**src/rtl/mem_dump_uart_pkg.sv**
```systemverilog
// Shared types and constants for the memory-dump serial streamer.
// Latency: n/a (declarations only).
// Backpressure: n/a.
package mem_dump_uart_pkg;

  // Top-level sequencing states
  typedef enum logic [2:0] {
    IDLE = 3'd0,
    READ = 3'd1,
    WAIT = 3'd2,
    SEND = 3'd3,
    NEXT = 3'd4
  } state_t;

  // 8N1: start + 8 data + stop
  localparam int FRAME_BITS     = 10;
  // Each 16-bit RAM word leaves as two bytes, high byte first
  localparam int BYTES_PER_WORD = 2;

  // Clocks per serial bit, floored, never below 2 so the counter logic stays sane
  function automatic int calc_div(input int clk_hz, input int baud);
    int d;
    d = clk_hz / baud;
    return (d < 2) ? 2 : d;
  endfunction

endpackage

```
**src/rtl/mem_dump_uart_tx_byte.sv**
```systemverilog
// 8N1 serial transmitter for a single byte, LSB first.
// Latency: Tx drops to the start bit on the edge that accepts Load; a frame is FRAME_BITS*DIV cycles.
// Backpressure: Idle high means Load is taken this cycle; it also rises in the last stop-bit cycle so frames chain with no gap.
module uart_tx_byte
  import mem_dump_uart_pkg::*;
#(
  parameter int DIV = 8
) (
  input  logic       Clk,
  input  logic       Rst,
  input  logic       Load,
  input  logic [7:0] Data,
  output logic       Tx,
  output logic       Idle
);

  localparam int CNT_W = $clog2(DIV);
  localparam int BIT_W = $clog2(FRAME_BITS);
  localparam logic [CNT_W-1:0] CNT_LAST = CNT_W'(DIV - 1);
  localparam logic [BIT_W-1:0] BIT_LAST = BIT_W'(FRAME_BITS - 1);

  logic             active_q;
  logic [CNT_W-1:0] cnt_q;
  logic [BIT_W-1:0] bit_q;
  logic [8:0]       shift_q;
  logic             tx_q;
  logic             last_cycle;

  // Final cycle of the stop bit: a new Load here starts the next start bit on the following edge
  assign last_cycle = active_q && (bit_q == BIT_LAST) && (cnt_q == CNT_LAST);
  assign Idle       = !active_q || last_cycle;
  assign Tx         = tx_q;

  // Baud counter, bit counter and shift register; Tx is registered so the line never glitches
  always_ff @(posedge Clk) begin
    if (Rst) begin
      active_q <= 1'b0;
      cnt_q    <= '0;
      bit_q    <= '0;
      shift_q  <= '1;
      tx_q     <= 1'b1;
    end else if (Load && Idle) begin
      // Start bit goes out immediately; the shift register holds data then the stop bit
      active_q <= 1'b1;
      cnt_q    <= '0;
      bit_q    <= '0;
      shift_q  <= {1'b1, Data};
      tx_q     <= 1'b0;
    end else if (active_q) begin
      if (cnt_q == CNT_LAST) begin
        cnt_q <= '0;
        if (bit_q == BIT_LAST) begin
          active_q <= 1'b0;
          tx_q     <= 1'b1;
        end else begin
          bit_q   <= bit_q + 1'b1;
          tx_q    <= shift_q[0];
          shift_q <= {1'b1, shift_q[8:1]};
        end
      end else begin
        cnt_q <= cnt_q + 1'b1;
      end
    end
  end

endmodule

```
**src/rtl/mem_dump_uart.sv**
```systemverilog
// Streams a block of RAM words out of port B as 8N1 bytes, high byte first.
// Latency: first start bit two cycles after the Start cycle; per-word period 20*DIV+3 cycles.
// Backpressure: none; Start is dropped while Busy or while Done is pulsing.
module mem_dump_uart
  import mem_dump_uart_pkg::*;
#(
  parameter int CLK_HZ = 50000000,
  parameter int BAUD   = 115200,
  parameter int ADDR_W = 10,
  parameter int DATA_W = 16
) (
  input  logic              Clk,
  input  logic              Rst,
  input  logic              Start,
  input  logic [ADDR_W-1:0] BaseAddr,
  input  logic [ADDR_W:0]   Count,
  output logic [ADDR_W-1:0] RamAddrB,
  input  logic [DATA_W-1:0] RamQB,
  output logic              Tx,
  output logic              Busy,
  output logic              Done
);

  localparam int DIV = calc_div(CLK_HZ, BAUD);

  state_t            state_q, state_d;
  logic [ADDR_W-1:0] addr_q, addr_d;
  logic [ADDR_W:0]   rem_q, rem_d;
  logic [DATA_W-1:0] word_q, word_d;
  logic              byte_q, byte_d;
  logic              busy_q, busy_d;
  logic              done_q, done_d;
  logic              tx_load;
  logic [7:0]        tx_data;
  logic              tx_idle;

  assign RamAddrB = addr_q;
  assign Busy     = busy_q;
  assign Done     = done_q;

  uart_tx_byte #(.DIV(DIV)) u_tx (
    .Clk  (Clk),
    .Rst  (Rst),
    .Load (tx_load),
    .Data (tx_data),
    .Tx   (Tx),
    .Idle (tx_idle)
  );

  // State and datapath registers; reset abandons any dump in progress
  always_ff @(posedge Clk) begin
    if (Rst) begin
      state_q <= IDLE;
      addr_q  <= '0;
      rem_q   <= '0;
      word_q  <= '0;
      byte_q  <= 1'b0;
      busy_q  <= 1'b0;
      done_q  <= 1'b0;
    end else begin
      state_q <= state_d;
      addr_q  <= addr_d;
      rem_q   <= rem_d;
      word_q  <= word_d;
      byte_q  <= byte_d;
      busy_q  <= busy_d;
      done_q  <= done_d;
    end
  end

  // Next-state and datapath updates for the read/wait/send/next word loop
  always_comb begin
    state_d = state_q;
    addr_d  = addr_q;
    rem_d   = rem_q;
    word_d  = word_q;
    byte_d  = byte_q;
    busy_d  = busy_q;
    done_d  = 1'b0;
    tx_load = 1'b0;
    tx_data = word_q[7:0];

    case (state_q)
      IDLE: begin
        // Busy has already dropped while Done pulses, so that cycle is excluded explicitly
        if (Start && !done_q) begin
          if (Count != '0) begin
            addr_d  = BaseAddr;
            rem_d   = Count;
            busy_d  = 1'b1;
            state_d = READ;
          end else begin
            done_d = 1'b1;
          end
        end
      end
      READ: begin
        state_d = WAIT;
      end
      WAIT: begin
        // RamQB is valid now; the high byte goes straight into the transmitter
        word_d  = RamQB;
        tx_load = 1'b1;
        tx_data = RamQB[DATA_W-1 -: 8];
        byte_d  = 1'b0;
        state_d = SEND;
      end
      SEND: begin
        if (tx_idle) begin
          if (byte_q != 1'(BYTES_PER_WORD - 1)) begin
            tx_load = 1'b1;
            tx_data = word_q[7:0];
            byte_d  = 1'b1;
          end else begin
            // Stop bit of the low byte finishes on this edge
            state_d = NEXT;
          end
        end
      end
      NEXT: begin
        addr_d = addr_q + 1'b1;
        rem_d  = rem_q - 1'b1;
        if (rem_q == (ADDR_W + 1)'(1)) begin
          state_d = IDLE;
          done_d  = 1'b1;
          busy_d  = 1'b0;
        end else begin
          state_d = READ;
        end
      end
      default: begin
        state_d = IDLE;
      end
    endcase
  end

endmodule

```
**config.mk**
```make
export PLATFORM = sky130hd
export DESIGN_NAME = mem_dump_uart
export DESIGN_NICKNAME = d
export VERILOG_FILES = /design/src/rtl/mem_dump_uart_pkg.sv /design/src/rtl/mem_dump_uart_tx_byte.sv /design/src/rtl/mem_dump_uart.sv
export SDC_FILE = /design/constraint.sdc
export NUM_CORES = 1
export LEC_CHECK = 0
export CORE_MARGIN = 2
export CORE_UTILIZATION = 53
export CTS_CLUSTER_SIZE = 24
export DETAILED_ROUTE_END_ITERATION = 8
export PLACE_DENSITY = 0.82
export SLEW_MARGIN = 20
export SYNTH_ARGS = -nofsm -noshare
export SYNTH_HDL_FRONTEND = slang
export SYNTH_SLANG_ARGS = --single-unit
```
**constraint.sdc**
```tcl
create_clock -name Clk -period 2 [get_ports Clk]
set_input_delay 0.4 -clock Clk [delete_from_list [all_inputs] [get_ports Clk]]
set_output_delay 0.4 -clock Clk [all_outputs]
set_load 0.03 [all_outputs]
```
# ---- After elaboration in Yosys (flattened, before gate mapping)
# Cells that the tools add are included.
dict set report classes {
  mux 39
  n_addsub 4
  bitwise_logic 1
  reduce_logical 21
  eq_ne 13
}
# op n
set ops {}
lappend ops {{$mux 8} 5}
lappend ops {{$mux 11} 2}
lappend ops {{$pmux 11 s2} 1}
lappend ops {{$mux 10} 2}
lappend ops {{$pmux 10 s2} 1}
lappend ops {{$mux 1} 18}
lappend ops {{$pmux 3 s5} 1}
lappend ops {{$mux 3} 4}
lappend ops {{$eq 11x1->1 const B} 1}
lappend ops {{$reduce_bool 11->1} 1}
lappend ops {{$sub 11x1->11 const B} 1}
lappend ops {{$add 10x1->10 const B} 1}
lappend ops {{$ne 2x2->1 const B} 5}
lappend ops {{$add 9x1->9 const B} 1}
lappend ops {{$eq 9x9->1 const B} 1}
lappend ops {{$mux 9} 1}
lappend ops {{$reduce_and 3->1} 3}
lappend ops {{$pmux 1 s2} 4}
lappend ops {{$reduce_and 4->1} 2}
lappend ops {{$reduce_bool 2->1} 4}
lappend ops {{$eq 3x2->1 const B} 2}
lappend ops {{$add 4x1->4 const B} 1}
lappend ops {{$eq 4x4->1 const B} 1}
lappend ops {{$logic_and 1x1->1} 4}
lappend ops {{9 further kinds} 11}
dict set report totals {
  output_inout_bits 13
  elab_cells 90
  inputBits 40
  register_bits 58
}

# ---- Longest topological paths before layout
dict set report logic_depth {
  depth_word 9
  depth_mapped 7
  ltp_nobuf 6
}

# ---- Hierarchy
# From an unflattened synthesis, not the netlist that was laid out.
dict set report unflattened {
  cells_unflattened 380
  hier_area_um2 3128.0
}
# mod n_inst cells_each area_each_um2 seq_area_each_um2
set modules_own_cells {}
lappend modules_own_cells {mem_dump_uart 1 248 1976.9 700.7}
lappend modules_own_cells {uart_tx_byte 1 132 1151.1 460.4}

# ---- Least setup slack after synthesis
# No wires, ideal clock.
dict set report synth_path {
  kind {input -> register}
  from {input Count[6]}
  to {register done_q, in the netlist Done}
  path_stages 5
  path_buffers 1
  arrival_time_ps 1785
  setup_time_ps 73
  setup_slack_ps 142
  required_time_ps 1927
  path_cell_list {or4_4 -> or3_1 -> buf_6 -> o31a_1 -> nor3_2}
}
dict set report synth_between {
  elab_chain_len 4
}
# item line
set synth_lines {}
lappend synth_lines {{start, declared} mem_dump_uart.sv:16} ;# input logic [ADDR_W:0] Count,
lappend synth_lines {{$reduce_bool 11->1} mem_dump_uart.sv:87} ;# if (Count != '0) begin
lappend synth_lines {{$mux 1} mem_dump_uart.sv:87}
lappend synth_lines {{$mux 1} mem_dump_uart.sv:86} ;# if (Start && !done_q) begin
lappend synth_lines {{$pmux 1 s2} mem_dump_uart.sv:83} ;# case (state_q)
lappend synth_lines {{end signal, assigned} mem_dump_uart.sv:67} ;# done_q <= done_d;
lappend synth_lines {{end, declared} mem_dump_uart.sv:32} ;# logic done_q, done_d;
# No other way between the ends.
# A chain may end at the register's enable or synchronous reset.

# ---- Final worst setup path
dict set report layout_path {
  from {input Count[4]}
  to {register done_q, in the netlist Done}
}
# The elaborated chain is that of the path after synthesis.

==> results.yml <==
timing:
  fmax_ghz: 0.5098
  skew_ns: 0.005084
  fin_ws_ns: 0.03834
  fin_crit_ns: 1.962
  period_share: 0.9808
  worst_pin_slew_ns: 0.6181
  slew_headroom: 0.5841
  rsz0062_at_grt: "no"
  hold_viol_final: 0
  slew_violations: 0
  final-setup-viol-count: 0
  fin_hold_ws_ns: 0.3672
  setup-tns-final_ns: 0
setup_path:
  startpoint_type: "input port"
  worstSetupPathType: "in2reg"
  crit_path_end_kind: "flop"
  crit_required_ns: 2.28
  ff2ff_path_depth: 6
  cp_max_fo: 9
  arrival_ns: 2.24
layout:
  areaGrowthSynthToFinish_pct: 34.72
  postLayoutCoreUtil: 0.7423
  n_fill_cell: 413
  diodes: 0
  nets: 493
  final_area_sq_um: 4088
  drive_above_1_share: 0.1619
clocking:
  cts_setup_buffers: 0
  cts_tree: "built"
  cts_root_buf: "clkbuf_8"
  cts_hold_buf: 0
  cts_buffers: 9
  clockBufferDepth: 2
  cts.sinks: 58
  h-tree-depth: 3
  insertion_delay_ns: 0.34
  clkSlewWorstSetupHoldPaths_ns: 0.07
global_routing:
  grt_pass1_vias: 3057
  antenna_found_initial: 0
  grt_pass1_wl_um: 14390
  grt_start_max_net_pins: 31
  grt_use_total: 0.2897
  grt_overflow: 0
power_and_ir_drop:
  power_frac_comb: 0.252
  swShare: 0.3266
  seqPwrFrac: 0.436
  pwr-share-clk: 0.313
  p_int_mw: 2.129
  ir_worst_vdd_uv: 540.6
  power.density_nw_per_um2: 773.4
  p_sw_mw: 1.032
  power.leakage_nw: 1.554
die:
  ios: 53
  rows: 27
  initial_core_util: 0.5510
  core_sq_um: 5507
  die_h_um: 79.66
  dieArea_sq_um: 6346
  die_width_um: 79.66
synthesis:
  synth_most_common_cell: "dfxtp_1"
  synth_compound_area_frac: 0.2404
  async_flop_share: 0
  synth_xor_xnor_area_share: 0.02309
  ys.flop_type: "dfxtp_1"
  yosys_register_bits: 58
  synth_edf_count: 0
  synthesis.nets: 410
  yosysWarnings: 0
  synth_top_area_share: 0.3827
  synthSimpleGateAreaFrac: 0.2581
  synthTopCellsByArea: "dfxtp_1 (38%), nand2_1 (6.1%), a21oi_1 (5.4%)"
  synth_area_sq_um: 3034
  synthCells: 363
  yosysTopAreaCell: "dfxtp_1"
  netlist_top_cells_count: "dfxtp_1 (58), nand2_1 (49), a21oi_1 (33), nor2_1 (20), a31oi_1 (13)"
  ys_types: 59
  syn_avg_cell_area_sq_um: 8.359
  synth_top_family_by_area: "simple AND/OR/NAND/NOR gates"
  ys_seq_area_frac: 0.3827
  synth.area.mux_share: 0.02639
  yosys.area_share.adder: 0.02887
status:
  status: "finished clean"
placed_design:
  hpwl_um: 6119
  portBuffers: 52
  routabilityCongestion: 0.8894
  place_ws_ns: -0.4208
  placed_area_sq_um: 3875
drt:
  top_layer: "met4"
  avgViaCountPerCell: 6.021
  dr_wl_met2_um: 4005
  met1_length_um: 3881
  wl_per_cell_um: 16.17
  drc: 0
  first_pass_iters: 5
  wl_um: 8459
  ant_nets: 0
  vias: 3149
  met3_length_um: 425
  drtIter0Drc: 246
hold_path:
  hp-class: "in2reg"
  hold_path_depth: 3
run:
  cap_violations: 0
layout by cell type (no fill, tap or decap), types with 11 or more instances in the layout:
cell             count
dfxtp_1             58
buf_4               37
nand2_1             49
a31oi_1             13
clkdlybuf4s50_1     48
nor2_1              20
nand4_1             11
a21oi_1             33
registers in the layout, summed over array words and instances (netlist names):
name           count
Busy               1
Done               1
RamAddrB          10
byte_q             1
rem_q             11
state_q            3
u_tx.Tx            1
u_tx.active_q      1
u_tx.bit_q         4
u_tx.cnt_q         9
u_tx.shift_q       8
word_q             8
power groups by stage:
stage	logic, mW	clock network [mW]	registers (mW)
6_report	0.796	0.988	1.38
3_5_place_dp	0.781	0	1.40
5_1_grt	0.868	1.06	1.39
3_3_place_gp	0.765	0	1.39
2_1_floorplan	0.402	0	1.42
4_1_cts	0.789	1.00	1.37
final timing paths:
kind | start | endpoint | slack, ns
min | Count[8] | rem_q[8] | 0.37
max | Count[4] | Done | 0.04
min reg2reg | word_q[3] | word_q[3] | 0.46
max reg2reg | u_tx.cnt_q[0] | u_tx.shift_q[6] | 0.17
layer usage:
layer  track usage  vias up
met5             0        -
met4        0.1397        0
met3       0.04525       10
met2        0.4655       93
met1        0.3790     1493
li1              -     1553
through the flow:
step	total power, mW	cells
after global placement	2.157	507
after global routing	3.326	523
after detailed placement	2.177	507
final	3.161	523
after CTS	3.164	523
after floorplan	1.819	363
worst max-delay path: stages:
cell             delay, ns
clkdlybuf4s50_1       0.43
or4_4                 0.57
or3_4                 0.48
o31a_1                0.27
nor3_2                0.09
layout make-up:
cell class	count	area (sq um)	area share
flip-flops and latches	58	1161	0.2841
inverters	10	37.54	0.009183
clock inverters	6	41.29	0.01010
well taps	72	90.09	0.02204
clock buffers	10	137.6	0.03367
repair buffers	91	839.6	0.2054
multi-input cells	276	1780	0.4356
kinds of logic after synthesis:
kind of cell,Yosys count
AND/OR/NAND/NOR,145
AO/OA/AOI/OAI,108
flip-flops,58
buffers and inverters,29
XOR/XNOR,8
multiplexers,8
adder cells (fa/ha/maj),7
timing repair:
action                                  in CTS  in global routing
endpoints found under the setup margin       7                 12
gates resized for setup                      1                  8
hold endpoints to repair                     0                  0
pin swaps                                    0                  4
No activity file was read; power rests on OpenSTA's default activity.
